$ cat config.mk
export PLATFORM = sky130hd
export DESIGN_NAME = shared_reg_arbiter_flat
export DESIGN_NICKNAME = d
export VERILOG_FILES = /design/src/rtl/shared_reg_arbiter_if.sv /design/src/rtl/shared_reg_arbiter.sv /design/src/flat_wrapper.sv
export SDC_FILE = /design/constraint.sdc
export NUM_CORES = 1
export LEC_CHECK = 0
export ABC_AREA = 1
export BUFFER_PORTS_ARGS = -buffer_cell sky130_fd_sc_hd__buf_4
export CAP_MARGIN = 40
export CORE_MARGIN = 8
export CORE_UTILIZATION = 29
export DETAILED_ROUTE_END_ITERATION = 7
export SYNTH_ARGS = -nofsm -noshare
export SYNTH_HDL_FRONTEND = slang
export SYNTH_SLANG_ARGS = --single-unit
export TNS_END_PERCENT = 5
$ cat constraint.sdc
create_clock -name clk_n -period 3.7 [get_ports clk_n]
set_input_delay 0.37 -clock clk_n [delete_from_list [all_inputs] [get_ports clk_n]]
set_output_delay 0.37 -clock clk_n [all_outputs]
set_load 0.02 [all_outputs]
$ cat src/rtl/shared_reg_arbiter_if.sv
// Bus between the four requesters and the shared register arbiter.
// The master side drives requests and write data; the slave side returns grant and register state.
interface shared_reg_arbiter_if #(
    parameter int WIDTH = 8
);
    logic [3:0]       req;
    logic [WIDTH-1:0] wdata0;
    logic [WIDTH-1:0] wdata1;
    logic [WIDTH-1:0] wdata2;
    logic [WIDTH-1:0] wdata3;
    logic [3:0]       gnt;
    logic [3:0]       ack;
    logic             ce;
    logic [WIDTH-1:0] d;
    logic [WIDTH-1:0] q;
    logic [1:0]       owner;
    logic             busy;

    modport master (
        output req, wdata0, wdata1, wdata2, wdata3,
        input  gnt, ack, ce, d, q, owner, busy
    );

    modport slave (
        input  req, wdata0, wdata1, wdata2, wdata3,
        output gnt, ack, ce, d, q, owner, busy
    );
endinterface

$ cat src/rtl/shared_reg_arbiter.sv
// Round-robin arbiter sharing one falling-edge register among four requesters.
// An owner holds the register for up to MAX_HOLD writes, then priority rotates past it.
module shared_reg_arbiter #(
    parameter int WIDTH    = 8,
    parameter int MAX_HOLD = 4
) (
    input  logic                 clk_n,
    input  logic                 clr_n,
    shared_reg_arbiter_if.slave  bus
);
    typedef enum logic {IDLE, GRANT} state_t;

    localparam logic [2:0] HOLD_LAST = 3'(MAX_HOLD - 1);

    state_t           state_q, state_d;
    logic [3:0]       gnt_q, gnt_d;
    logic [1:0]       owner_q, owner_d;
    logic [1:0]       last_q, last_d;
    logic [2:0]       hold_q, hold_d;
    logic [WIDTH-1:0] data_q, data_d;

    logic             pick_vld;
    logic [1:0]       pick_idx;
    logic [1:0]       cand;
    logic [WIDTH-1:0] wsel;
    logic             own_req;

    // Scan starts just after the last released owner, so it has lowest priority.
    always_comb begin
        pick_vld = 1'b0;
        pick_idx = last_q;
        cand     = last_q;
        for (int k = 1; k <= 4; k++) begin
            cand = last_q + 2'(k);
            if (!pick_vld && bus.req[cand]) begin
                pick_vld = 1'b1;
                pick_idx = cand;
            end
        end
    end

    always_comb begin
        wsel = bus.wdata0;
        case (owner_q)
            2'd0: wsel = bus.wdata0;
            2'd1: wsel = bus.wdata1;
            2'd2: wsel = bus.wdata2;
            2'd3: wsel = bus.wdata3;
            default: wsel = bus.wdata0;
        endcase
    end

    assign own_req = bus.req[owner_q];

    always_comb begin
        state_d = state_q;
        gnt_d   = gnt_q;
        owner_d = owner_q;
        last_d  = last_q;
        hold_d  = hold_q;
        data_d  = data_q;
        case (state_q)
            IDLE: begin
                if (pick_vld) begin
                    gnt_d   = 4'b0001 << pick_idx;
                    owner_d = pick_idx;
                    hold_d  = 3'd0;
                    state_d = GRANT;
                end
            end
            GRANT: begin
                // Last allowed write and release share one edge; a dropped req releases without writing.
                if (own_req) begin
                    data_d = wsel;
                    hold_d = hold_q + 3'd1;
                end
                if (!own_req || hold_q == HOLD_LAST) begin
                    last_d  = owner_q;
                    gnt_d   = 4'b0000;
                    hold_d  = 3'd0;
                    state_d = IDLE;
                end
            end
            default: state_d = IDLE;
        endcase
    end

    always_ff @(negedge clk_n or negedge clr_n) begin
        if (!clr_n) begin
            state_q <= IDLE;
            gnt_q   <= 4'b0000;
            owner_q <= 2'd0;
            last_q  <= 2'd3;
            hold_q  <= 3'd0;
            data_q  <= '0;
        end else begin
            state_q <= state_d;
            gnt_q   <= gnt_d;
            owner_q <= owner_d;
            last_q  <= last_d;
            hold_q  <= hold_d;
            data_q  <= data_d;
        end
    end

    assign bus.busy  = (state_q == GRANT);
    assign bus.gnt   = gnt_q;
    assign bus.ack   = gnt_q & bus.req;
    assign bus.ce    = bus.busy & own_req;
    assign bus.d     = bus.busy ? wsel : '0;
    assign bus.q     = data_q;
    assign bus.owner = owner_q;
endmodule

$ cat src/flat_wrapper.sv
// flat-port wrapper written by rule: the top's interface ports become plain ports
module shared_reg_arbiter_flat 
#(
    parameter int WIDTH    = 8,
    parameter int MAX_HOLD = 4
)
  (clk_n, clr_n, bus_req, bus_wdata0, bus_wdata1, bus_wdata2, bus_wdata3, bus_gnt, bus_ack, bus_ce, bus_d, bus_q, bus_owner, bus_busy);
  shared_reg_arbiter_if #(.WIDTH(WIDTH)) bus_i ();
  input  logic clk_n;
  input  logic clr_n;
  input wire logic [$bits(bus_i.req)-1:0] bus_req;
  input wire logic [$bits(bus_i.wdata0)-1:0] bus_wdata0;
  input wire logic [$bits(bus_i.wdata1)-1:0] bus_wdata1;
  input wire logic [$bits(bus_i.wdata2)-1:0] bus_wdata2;
  input wire logic [$bits(bus_i.wdata3)-1:0] bus_wdata3;
  output wire logic [$bits(bus_i.gnt)-1:0] bus_gnt;
  output wire logic [$bits(bus_i.ack)-1:0] bus_ack;
  output wire logic [$bits(bus_i.ce)-1:0] bus_ce;
  output wire logic [$bits(bus_i.d)-1:0] bus_d;
  output wire logic [$bits(bus_i.q)-1:0] bus_q;
  output wire logic [$bits(bus_i.owner)-1:0] bus_owner;
  output wire logic [$bits(bus_i.busy)-1:0] bus_busy;
  assign bus_i.req = bus_req;
  assign bus_i.wdata0 = bus_wdata0;
  assign bus_i.wdata1 = bus_wdata1;
  assign bus_i.wdata2 = bus_wdata2;
  assign bus_i.wdata3 = bus_wdata3;
  assign bus_gnt = bus_i.gnt;
  assign bus_ack = bus_i.ack;
  assign bus_ce = bus_i.ce;
  assign bus_d = bus_i.d;
  assign bus_q = bus_i.q;
  assign bus_owner = bus_i.owner;
  assign bus_busy = bus_i.busy;
  shared_reg_arbiter #(.WIDTH(WIDTH), .MAX_HOLD(MAX_HOLD)) u_core (.clk_n(clk_n), .clr_n(clr_n), .bus(bus_i));
endmodule
==> flow_summary_export.csv, run 1 <==
group,metric,value,unit
critical_path,crit_type,"flop to output port",
clock_tree,htreeDepth,1,
die,start_util,30.03,%
cells_and_area,nNetsFinal,352,
cells_and_area,fillers,539,
job,maxCapViolCount,0,
logic_synthesis,synth_top_area_share,29.56,%
logic_synthesis,synth-adder-area-share,1.642,%
pwr,seqPwrFrac,19.7,%
critical_path,critPathMaxFanout,8,
logic_synthesis,yosys.area_share.xor_xnor,0,%
critical_path,worst_setup_path_end_kind,"output port",
sta,hold_viol,0,
critical_path,worst_setup_path_start_kind,"flop",
die,io_pins,66,
sta,fin_skew,50.16,ps
pwr,power_density,940.2,nW/µm²
cells_and_area,areaGrowthSynthToFinish,46.22,%
cells_and_area,multi_input_area,854.6,µm²
critical_path,arrival,3440,ps
logic_synthesis,synthFlopType,"dfrtn_1",
global_routing,grt_usage,12.52,%
placed_design,place_inst,371,
logic_synthesis,synthMuxAreaShare,0,%
clock_tree,cts_tree,"yes",
critical_path,rrSetupSlack,1710,ps
sta,worst_slew_pin_slew,546.8,ps
clock_tree,clkSinkCount,20,
logic_synthesis,ys_ff_latch,20,
worst_hold_path,holdPathEnd,"u_core.hold_q[0]$_DFFE_NN0P_",
pwr,p_switching,0.001074,W
die,rows,26,
cells_and_area,drive_gt1_share,36.01,%
clock_tree,path_clk_slew,50,ps
cells_and_area,seq_area,503.0,µm²
worst_hold_path,hold_path_class,"flop to flop",
placed_design,gp_congestion,0.8117,
logic_synthesis,synth-edff-count,0,
logic_synthesis,synth.most_common_cell,"nand2_1",
detailed_routing,wl_per_cell,12.40,µm
critical_path,critical_path_depth,9,
detailed_routing,dr.first_iter.drc_count,64,
pwr,ir_drop,0.0004621,V
pwr,pwr-share-clk,10.9,%
die,die_h,88.49,µm
die,die-area,7830,µm²
logic_synthesis,avgSynthCellArea,6.376,µm²
run_status,violations,"negative setup slack",
die,die_w,88.49,µm
logic_synthesis,yosysSeqAreaShare,33.00,%
logic_synthesis,synth_common_cells,"94 x nand2_1, 34 x inv_1, 22 x nand3_1",
clock_tree,cts_buffers,3,
pwr,leakage,1.323,nW
critical_path,timing.rr.start,"u_core.last_q[0]$_DFFE_NN1P_",
cells_and_area,n_antenna_cell,0,
clock_tree,worstSkewPairLatency,320,ps
pwr,p_int,0.001021,W
detailed_routing,ant_nets,0,
logic_synthesis,synth-compound-area-share,11.08,%
critical_path,worst_path_max_delay_cell,"dfrtn_1",
detailed_routing,first_pass_iters,4,
critical_path,crit_buf_inv,4,
pwr,p_comb_share,69.4,%
run_status,status,"finished with violations",
logic_synthesis,synth_top_family_by_area,"simple AND/OR/NAND/NOR gates",
critical_path,reg2reg_depth,11,
worst_hold_path,hold_depth,3,
detailed_routing,vias,1673,
global_routing,antenna_found_initial,0,
logic_synthesis,synth_fp_nets,279,
logic_synthesis,netlist_top_cells_area,"dfrtn_1 30%, nand2_1 23%, inv_1 8.4%, nand3_1 7.2%, o21ai_0 4.3%",
detailed_routing,vias_per_cell,4.391,
die,core-area,5075,µm²
sta,slew_violations,0,
cells_and_area,fin_util,43.91,%
global_routing,grt_pass1_vias,1677,
logic_synthesis,yosys_warnings,0,
pwr,swShare,51.28,%
global_routing,grt.overflow.total,0,
logic_synthesis,synthArstFlopShare,100.0,%
clock_tree,ctsHoldBuffers,0,
clock_tree,cts-root-buf,"clkbuf_8",
clock_tree,clockBufferDepth,2,
sta,setup_viol,9,
logic_synthesis,synth_cell_types,23,
critical_path,cp.required,3330,ps
global_routing,grt_max_degree,21,
critical_path,cp_top_family,"flip-flops",
logic_synthesis,synth-simple-area-share,42.36,%
sta,rsz0062_at_grt,"yes",
sta,relSlewSlack,63.51,%
sta,fin_ws,-106.5,ps
placed_design,portBuffers,65,
logic_synthesis,synthesis.area,1524,µm²
logic_synthesis,synth_top_cell_by_area,"dfrtn_1",
global_routing,grt_pass1_wl,7893,µm
critical_path,cpPeakStageDelay,480,ps
detailed_routing,drc,0,
placed_design,hpwl,3758,µm
critical_path,timing.rr.end,"u_core.bus.gnt[2]$_DFFE_NN0P_",
logic_synthesis,synth_cells,239,
critical_path,cp_cell_sequence,"inv_2 > nand2_2 > clkinv_4 > nand2_1 > nand3_1 > a21o_1 > inv_1 > nor2_1 > buf_4",
detailed_routing,routed_wl,4724,µm
worst_hold_path,hp-start,"u_core.hold_q[0]$_DFFE_NN0P_",
cells_and_area,finalNonFillerCells,381,
[what timing repair did]
| item | 4_1_cts | 5_1_grt |
|---|---|---|
| buffers inserted | 1 | 4 |
| setup endpoints to repair | 9 | 9 |
| endpoints found under the hold margin | 0 | 0 |
| gates resized for setup | 12 | 5 |
[cell families after synthesis]
family	count (synthesis)
adder cells (fa/ha/maj)	2
AND/OR/NAND/NOR	146
AO/OA/AOI/OAI	26
flip-flops	20
buffers and inverters	45
[power by group through the flow]
stage / clock [W] / sequential, W / combinational (W)
2_1_floorplan: 0.00000508 / 0.000469 / 0.000905
3_3_place_gp: 0.00000508 / 0.000413 / 0.00138
3_5_place_dp: 0.00000508 / 0.000413 / 0.00139
4_1_cts: 0.000235 / 0.000414 / 0.00142
5_1_grt: 0.000243 / 0.000429 / 0.00164
6_report: 0.000229 / 0.000412 / 0.00145
[cells in the final DEF, fill, tap and decap left out, drive strengths merged]
cell type / netlist / routed
a21o: 8 / 8
a21oi: 1 / 1
buf: 3 / 71
bufinv: 0 / 1
clkbuf: 1 / 3
clkinv: 1 / 2
dfrtn: 18 / 18
dfstp: 2 / 2
ha: 2 / 2
inv: 40 / 40
nand2: 106 / 106
nand3: 24 / 24
nor2: 16 / 16
o21ai: 17 / 17
[layout make-up]
cell class,count,share of cell area [%]
multi-input cells,174,38.35
repair buffers,71,24.09
flip-flops and latches,20,22.57
inverters,40,7.524
well taps,70,3.930
clock buffers,3,1.853
clock inverters,3,1.684
[registers in the layout (all words and copies together), names as in the netlist]
register,cells
u_core.hold_q,3
u_core.bus.busy,1
u_core.last_q,2
u_core.bus.gnt,4
u_core.bus.q,8
u_core.bus.owner,2
[through the flow]
stage	TNS (ps)	worst slack [ps]	total power [W]	cell area, µm²	hold WS (ps)
floorplan	0	102.2	0.001379	1524	435.8
global placement	0	78.72	0.001795	2079	455.3
detailed placement	0	79.37	0.001804	2079	458.7
CTS	-503.4	-66.91	0.002072	2183	458.9
global route	-1932	-252.2	0.002315	2228	476.2
finish	-846.7	-106.5	0.002095	2228	455.5
[routing by layer]
layer | up-vias | global-route usage, % | part of all wire [%]
li1 | 876 | - | -
met3 | 4 | 4.085 | 7.3
met4 | 0 | 2.765 | 1.0
met1 | 741 | 15.22 | 44
met2 | 52 | 20.84 | 48
met5 | - | 0 | 0
[tightest hold or removal path: stages, from the launching register on]
cell and delay [ps]:
dfrtn_1 350, inv_1 80, nand2_1 70, o21ai_2 50
[how the worst max path moves through the flow]
stage                                    startpoint  endpoint  slack (ps)
finish              u_core.bus.owner[1]$_DFFE_NN0P_  bus_d[5]        -110
global route        u_core.bus.owner[1]$_DFFE_NN0P_  bus_d[5]        -250
CTS                 u_core.bus.owner[1]$_DFFE_NN0P_  bus_d[1]         -70
detailed placement  u_core.bus.owner[1]$_DFFE_NN0P_  bus_d[1]          80
global placement    u_core.bus.owner[1]$_DFFE_NN0P_  bus_d[3]          80
floorplan           u_core.bus.owner[1]$_DFFE_NN0P_    bus_ce         100
Power figures use the tool's default switching activity.
==> run 2, diff against run 1 <==
- ABC_AREA: 1 -> unset
- CTS_CLUSTER_DIAMETER: unset -> 60
==> flow_summary_export.csv, run 2 <==
group,metric,value,unit
critical_path,timing.rr.start,"u_core.hold_q[0]$_DFFE_NN0P_",
pwr,p_switching,0.0007308,W
die,die_w,81.69,µm
detailed_routing,drc,0,
logic_synthesis,synth_cell_types,35,
logic_synthesis,synthArstFlopShare,100.0,%
global_routing,antenna_found_initial,0,
logic_synthesis,synth-edff-count,0,
pwr,swShare,40.07,%
logic_synthesis,ys_ff_latch,20,
detailed_routing,vias_per_cell,4.862,
placed_design,portBuffers,65,
detailed_routing,dr.first_iter.drc_count,54,
detailed_routing,met2_length,2261,µm
detailed_routing,routedLengthMet1,1478,µm
critical_path,reg2reg_depth,5,
logic_synthesis,synth_cells,103,
detailed_routing,routed_wl,4078,µm
global_routing,grt_pass1_vias,1245,
detailed_routing,ant_nets,0,
critical_path,critical_path_depth,4,
job,maxCapViolCount,0,
cells_and_area,n_antenna_cell,0,
clock_tree,cts_tree,"yes",
logic_synthesis,synthFlopType,"dfrtn_1",
die,io_pins,66,
critical_path,cp_top_family,"multiplexers",
sta,rsz0062_at_grt,"yes",
global_routing,grt.overflow.total,0,
cells_and_area,final_area,1991,µm²
worst_hold_path,hold_path_class,"flop to flop",
critical_path,worst_setup_path_end_kind,"output port",
critical_path,crit_type,"flop to output port",
cells_and_area,drive_gt1_share,62.22,%
clock_tree,worstSkewPairLatency,330,ps
global_routing,grt_max_degree,21,
logic_synthesis,synthesis.area,1251,µm²
cells_and_area,largest_reg_flops,8,
worst_hold_path,hold_depth,2,
global_routing,grt_usage,12.14,%
sta,fin_ws,-219.7,ps
clock_tree,cts-root-buf,"clkbuf_8",
die,die_h,81.69,µm
critical_path,crit_buf_inv,2,
logic_synthesis,synth_fp_nets,143,
sta,slew_violations,0,
logic_synthesis,synth_top_cell_by_area,"dfrtn_1",
pwr,p_int,0.001093,W
critical_path,cpPeakStageDelay,520,ps
die,rows,24,
die,die-area,6672,µm²
pwr,leakage,0.9735,nW
critical_path,arrival,3550,ps
clock_tree,cts_buffers,3,
pwr,power_density,916.3,nW/µm²
cells_and_area,nNetsFinal,221,
pwr,ir_drop,0.0004345,V
logic_synthesis,synth_common_cells,"18 x dfrtn_1, 13 x and2_1, 9 x mux4_2",
clock_tree,htreeDepth,1,
cells_and_area,final_cell_mix,"68 x buf_4, 18 x dfrtn_1, 9 x mux4_2",
logic_synthesis,yosys_warnings,0,
sta,setup_viol,9,
clock_tree,clockBufferDepth,2,
pwr,seqPwrFrac,24.1,%
pwr,pwr-share-clk,8.9,%
critical_path,worst_setup_path_start_kind,"flop",
cells_and_area,areaGrowthSynthToFinish,59.10,%
sta,hold_viol,0,
logic_synthesis,avgSynthCellArea,12.15,µm²
sta,fin_skew,53.41,ps
critical_path,worst_path_max_delay_cell,"mux4_2",
logic_synthesis,netlist_top_cells_area,"dfrtn_1 36%, mux4_2 16%, mux2_4 8.4%, and2_1 6.5%, dfstp_2 4.2%",
detailed_routing,wl_per_cell,17.58,µm
die,start_util,29.34,%
critical_path,cp_cell_sequence,"buf_12 > mux4_2 > and2_4 > buf_6",
logic_synthesis,yosysSeqAreaShare,40.20,%
detailed_routing,wl_met3,222,µm
run_status,status,"finished with violations",
worst_hold_path,hp-start,"u_core.hold_q[2]$_DFFE_NN0P_",
placed_design,hpwl,3355,µm
detailed_routing,top_layer,"met4",
sta,relSlewSlack,64.13,%
critical_path,critPathMaxFanout,9,
logic_synthesis,synth_top_area_share,36.00,%
sta,worst_slew_pin_slew,538.1,ps
critical_path,crit_start,"u_core.bus.owner[0]$_DFFE_NN0P_",
pwr,p_comb_share,66.9,%
placed_design,place_area,1874,µm²
detailed_routing,first_pass_iters,4,
die,core-area,4264,µm²
detailed_routing,vias,1128,
placed_design,gp_congestion,0.8228,
clock_tree,ctsHoldBuffers,0,
cells_and_area,layout_commonest_cell,"buf_4",
clock_tree,path_clk_slew,50,ps
global_routing,grt_pass1_wl,6147,µm
logic_synthesis,synth.most_common_cell,"dfrtn_1",
pwr,total_power,0.001824,W
critical_path,cp.required,3330,ps
clock_tree,clkSinkCount,20,
run_status,violations,"negative setup slack",
## run 2: cell types whose count changed in the layout (fill, tap and decap cells not counted), moves of 4 or more
cell     previous run  this run
a21o_1              8         1
and2_1              0         6
and2_4              0         7
buf_6               1         8
inv_1              31         3
inv_2               8         1
mux2_4              0         7
mux4_2              0         9
nand2_1            90         6
nand2_2            12         1
nand2_4             4         0
nand3_1            22         2
nor2_1             13         4
o21ai_0            13         1
## run 2: power groups by stage
stage	combinational (W)	sequential (W)	clock [W]
2_1_floorplan	0.000620	0.000504	0.00000508
3_3_place_gp	0.00112	0.000435	0.00000508
3_5_place_dp	0.00114	0.000443	0.00000508
4_1_cts	0.00123	0.000441	0.000169
5_1_grt	0.00130	0.000456	0.000182
6_report	0.00122	0.000440	0.000163
## run 2: per-layer routing
layer	global-route usage [%]	vias to the layer above
met5	0	-
met4	4.211	0
met3	3.939	11
met2	22.20	34
met1	12.77	551
li1	-	532
## run 2: worst min-delay path: cells and delay by family, from the launching register on
family,cells,cell delay [ps]
flip-flops,1,410
AO/OA/AOI/OAI,1,60
AND/OR/NAND/NOR,1,50
## run 2: final timing paths
kind | end | slack (ps)
setup / recovery | bus_d[3] | -220
hold / removal | u_core.hold_q[2]$_DFFE_NN0P_ | 440
setup reg to reg | u_core.last_q[1]$_DFFE_NN1P_ | 1870
hold reg to reg | u_core.hold_q[2]$_DFFE_NN0P_ | 440
max in group asynchronous | u_core.last_q[1]$_DFFE_NN1P_ | 1640
min in group asynchronous | u_core.bus.q[3]$_DFFE_NN0P_ | 1710
## run 2: area by class of cell
class	count	area, µm²
repair buffers	78	640.6
flip-flops and latches	20	503.0
clock inverters	2	7.507
inverters	2	7.507
well taps	52	65.06
multi-input cells	74	721.9
fillers	417	2273
clock buffers	4	45.04
## run 2: cells by family after synthesis
logic type      after synthesis  share of synthesized area [%]
simple gates                 37                          16.30
mux                          23                          30.60
flops                        20                          40.20
compound gates               12                          7.399
buf+inv                       9                          3.500
fa+ha+maj                     2                          2.000
## run 2: through the flow
stage	setup TNS, ps	worst slack (ps)	util, %	hold WS [ps]	cells
2_1_floorplan	-102.7	-15.18	-	408.8	103
3_3_place_gp	0	56.29	43.96	420.8	224
3_5_place_dp	0	17.16	43.96	443.8	224
4_1_cts	-1875	-234.2	46.51	443.9	231
5_1_grt	-2220	-265.1	46.68	458.6	232
6_report	-1765	-219.7	46.68	437.6	232
## run 2: what timing repair did
action,in CTS,in global routing
buffers inserted,2,1
gates resized for setup,14,0
setup endpoints to repair,9,9
==> run 3, diff against run 2 <==
- CORE_UTILIZATION: 29 -> 43
- CTS_CLUSTER_SIZE: unset -> 10
- PLACE_DENSITY: unset -> 0.77
==> flow_summary_export.csv, run 3 (synthesis gave the netlist of run 2 again) <==
group,metric,value,unit
job,maxCapViolCount,0,
critical_path,cp_cell_sequence,"buf_6 > buf_16 > mux4_2 > and2_4 > buf_6",
clock_tree,cts-root-buf,"clkbuf_4",
placed_design,place_area,1841,µm²
worst_hold_path,hold_depth,2,
sta,setup_viol,9,
detailed_routing,vias,1138,
critical_path,worst_setup_path_end_kind,"output port",
run_status,violations,"negative setup slack",
die,core-area,2758,µm²
cells_and_area,final_cell_mix,"69 x buf_4, 18 x dfrtn_1, 10 x buf_6",
die,die_w,69.94,µm
placed_design,gp_congestion,0.8098,
clock_tree,htreeDepth,1,
critical_path,cpMostUsedCell,"buf_6",
cells_and_area,final_area,1999,µm²
sta,hold_viol,0,
run_status,status,"finished with violations",
critical_path,cp_top_family,"multiplexers",
placed_design,portBuffers,65,
pwr,ir_drop,0.0007109,V
detailed_routing,routed_wl,3960,µm
die,start_util,45.37,%
cells_and_area,nNetsFinal,224,
global_routing,grt_max_degree,21,
critical_path,cpPeakStageDelay,510,ps
detailed_routing,drc,0,
clock_tree,clockBufferDepth,2,
clock_tree,worstSkewPairLatency,360,ps
worst_hold_path,hold_path_class,"flop to flop",
clock_tree,path_clk_slew,80,ps
sta,rsz0062_at_grt,"yes",
clock_tree,cts_tree,"yes",
die,die_h,69.94,µm
critical_path,worst_setup_path_start_kind,"flop",
die,rows,19,
critical_path,critPathMaxFanout,5,
global_routing,grt.overflow.total,0,
sta,fin_hold_ws,421.4,ps
sta,fin_ws,-319.4,ps
sta,slew_violations,0,
sta,relSlewSlack,66.68,%
cells_and_area,drive_gt1_share,63.93,%
critical_path,worst_path_max_delay_cell,"mux4_2",
cells_and_area,n_antenna_cell,0,
pwr,leakage,0.9994,nW
detailed_routing,dr.first_iter.drc_count,37,
global_routing,antenna_found_initial,0,
detailed_routing,first_pass_iters,4,
clock_tree,cts_buffers,3,
die,io_pins,66,
global_routing,grt_pass1_wl,6354,µm
critical_path,crit_buf_inv,3,
critical_path,cp.required,3330,ps
detailed_routing,ant_nets,0,
clock_tree,clkSinkCount,20,
critical_path,reg2reg_depth,5,
placed_design,hpwl,3067,µm
global_routing,grt_pass1_vias,1292,
detailed_routing,vias_per_cell,5.318,
sta,worst_slew_pin_slew,499.8,ps
cells_and_area,areaGrowthSynthToFinish,59.80,%
sta,fin_skew,60.95,ps
pwr,power_density,932.3,nW/µm²
die,die-area,4892,µm²
detailed_routing,wl_per_cell,18.50,µm
critical_path,crit_type,"flop to output port",
cells_and_area,largest_reg_flops,8,
cells_and_area,layout_commonest_cell,"buf_4",
critical_path,arrival,3650,ps
critical_path,critical_path_depth,5,
global_routing,grt_usage,15.58,%
[run 3: repair_timing]
item                                    4_1_cts  5_1_grt
endpoints found under the setup margin        9        9
setup buffers                                 5        2
gates cloned                                  1        0
pin swaps                                     0        0
hold buffers                                  0        0
gates resized for setup                      18        0
[run 3: layout make-up]
type,count,area (µm²)
clock buffer,3,22.52
multi-input combinational,74,724.4
sequential,20,503.0
inverter,2,7.507
timing repair buffer,81,678.2
clock inverter,3,25.02
fill,195,758.2
tap,31,38.79
[run 3: final timing paths]
kind | from | endpoint | slack (ps)
max reg2reg | u_core.hold_q[0]$_DFFE_NN0P_ | u_core.last_q[0]$_DFFE_NN1P_ | 1870
min | u_core.hold_q[2]$_DFFE_NN0P_ | u_core.hold_q[2]$_DFFE_NN0P_ | 420
max in group asynchronous | clr_n | u_core.last_q[0]$_DFFE_NN1P_ | 1690
max | u_core.bus.owner[0]$_DFFE_NN0P_ | bus_d[7] | -320
min in group asynchronous | clr_n | u_core.hold_q[1]$_DFFE_NN0P_ | 1650
min reg2reg | u_core.hold_q[2]$_DFFE_NN0P_ | u_core.hold_q[2]$_DFFE_NN0P_ | 420
[run 3: per-layer routing]
layer	track usage, %	vias up	part of all wire (%)
met2	29.44	31	56
met3	4.379	10	4.5
met4	2.902	0	2.8
li1	-	538	-
met1	16.74	559	37
met5	0	-	0
[run 3: worst min-delay path, delay by kind of cell, from the launching register on]
family | cells | cell delay [ps]
compound gates | 1 | 50
flops | 1 | 420
simple gates | 1 | 50
[run 3: metrics by stage]
step                      TNS (ps)  utilization (%)  setup slack (ps)  instances  total power (W)
after floorplan             -102.7                -            -15.18        103         0.001129
after global placement           0            66.74             62.59        202         0.001535
after detailed placement         0            66.74             20.93        202         0.001561
after CTS                    -2500            72.69            -305.8        213         0.001872
after global routing         -2834            72.50            -372.2        214         0.001966
final                        -2241            72.50            -319.4        214         0.001864
[run 3: report_power, final]
part | switching (W) | internal, W
logic | 0.000555 | 0.000715
clock network | 0.0000749 | 0.0000772
registers | 0.000105 | 0.000338
total | 0.000734 | 0.00113
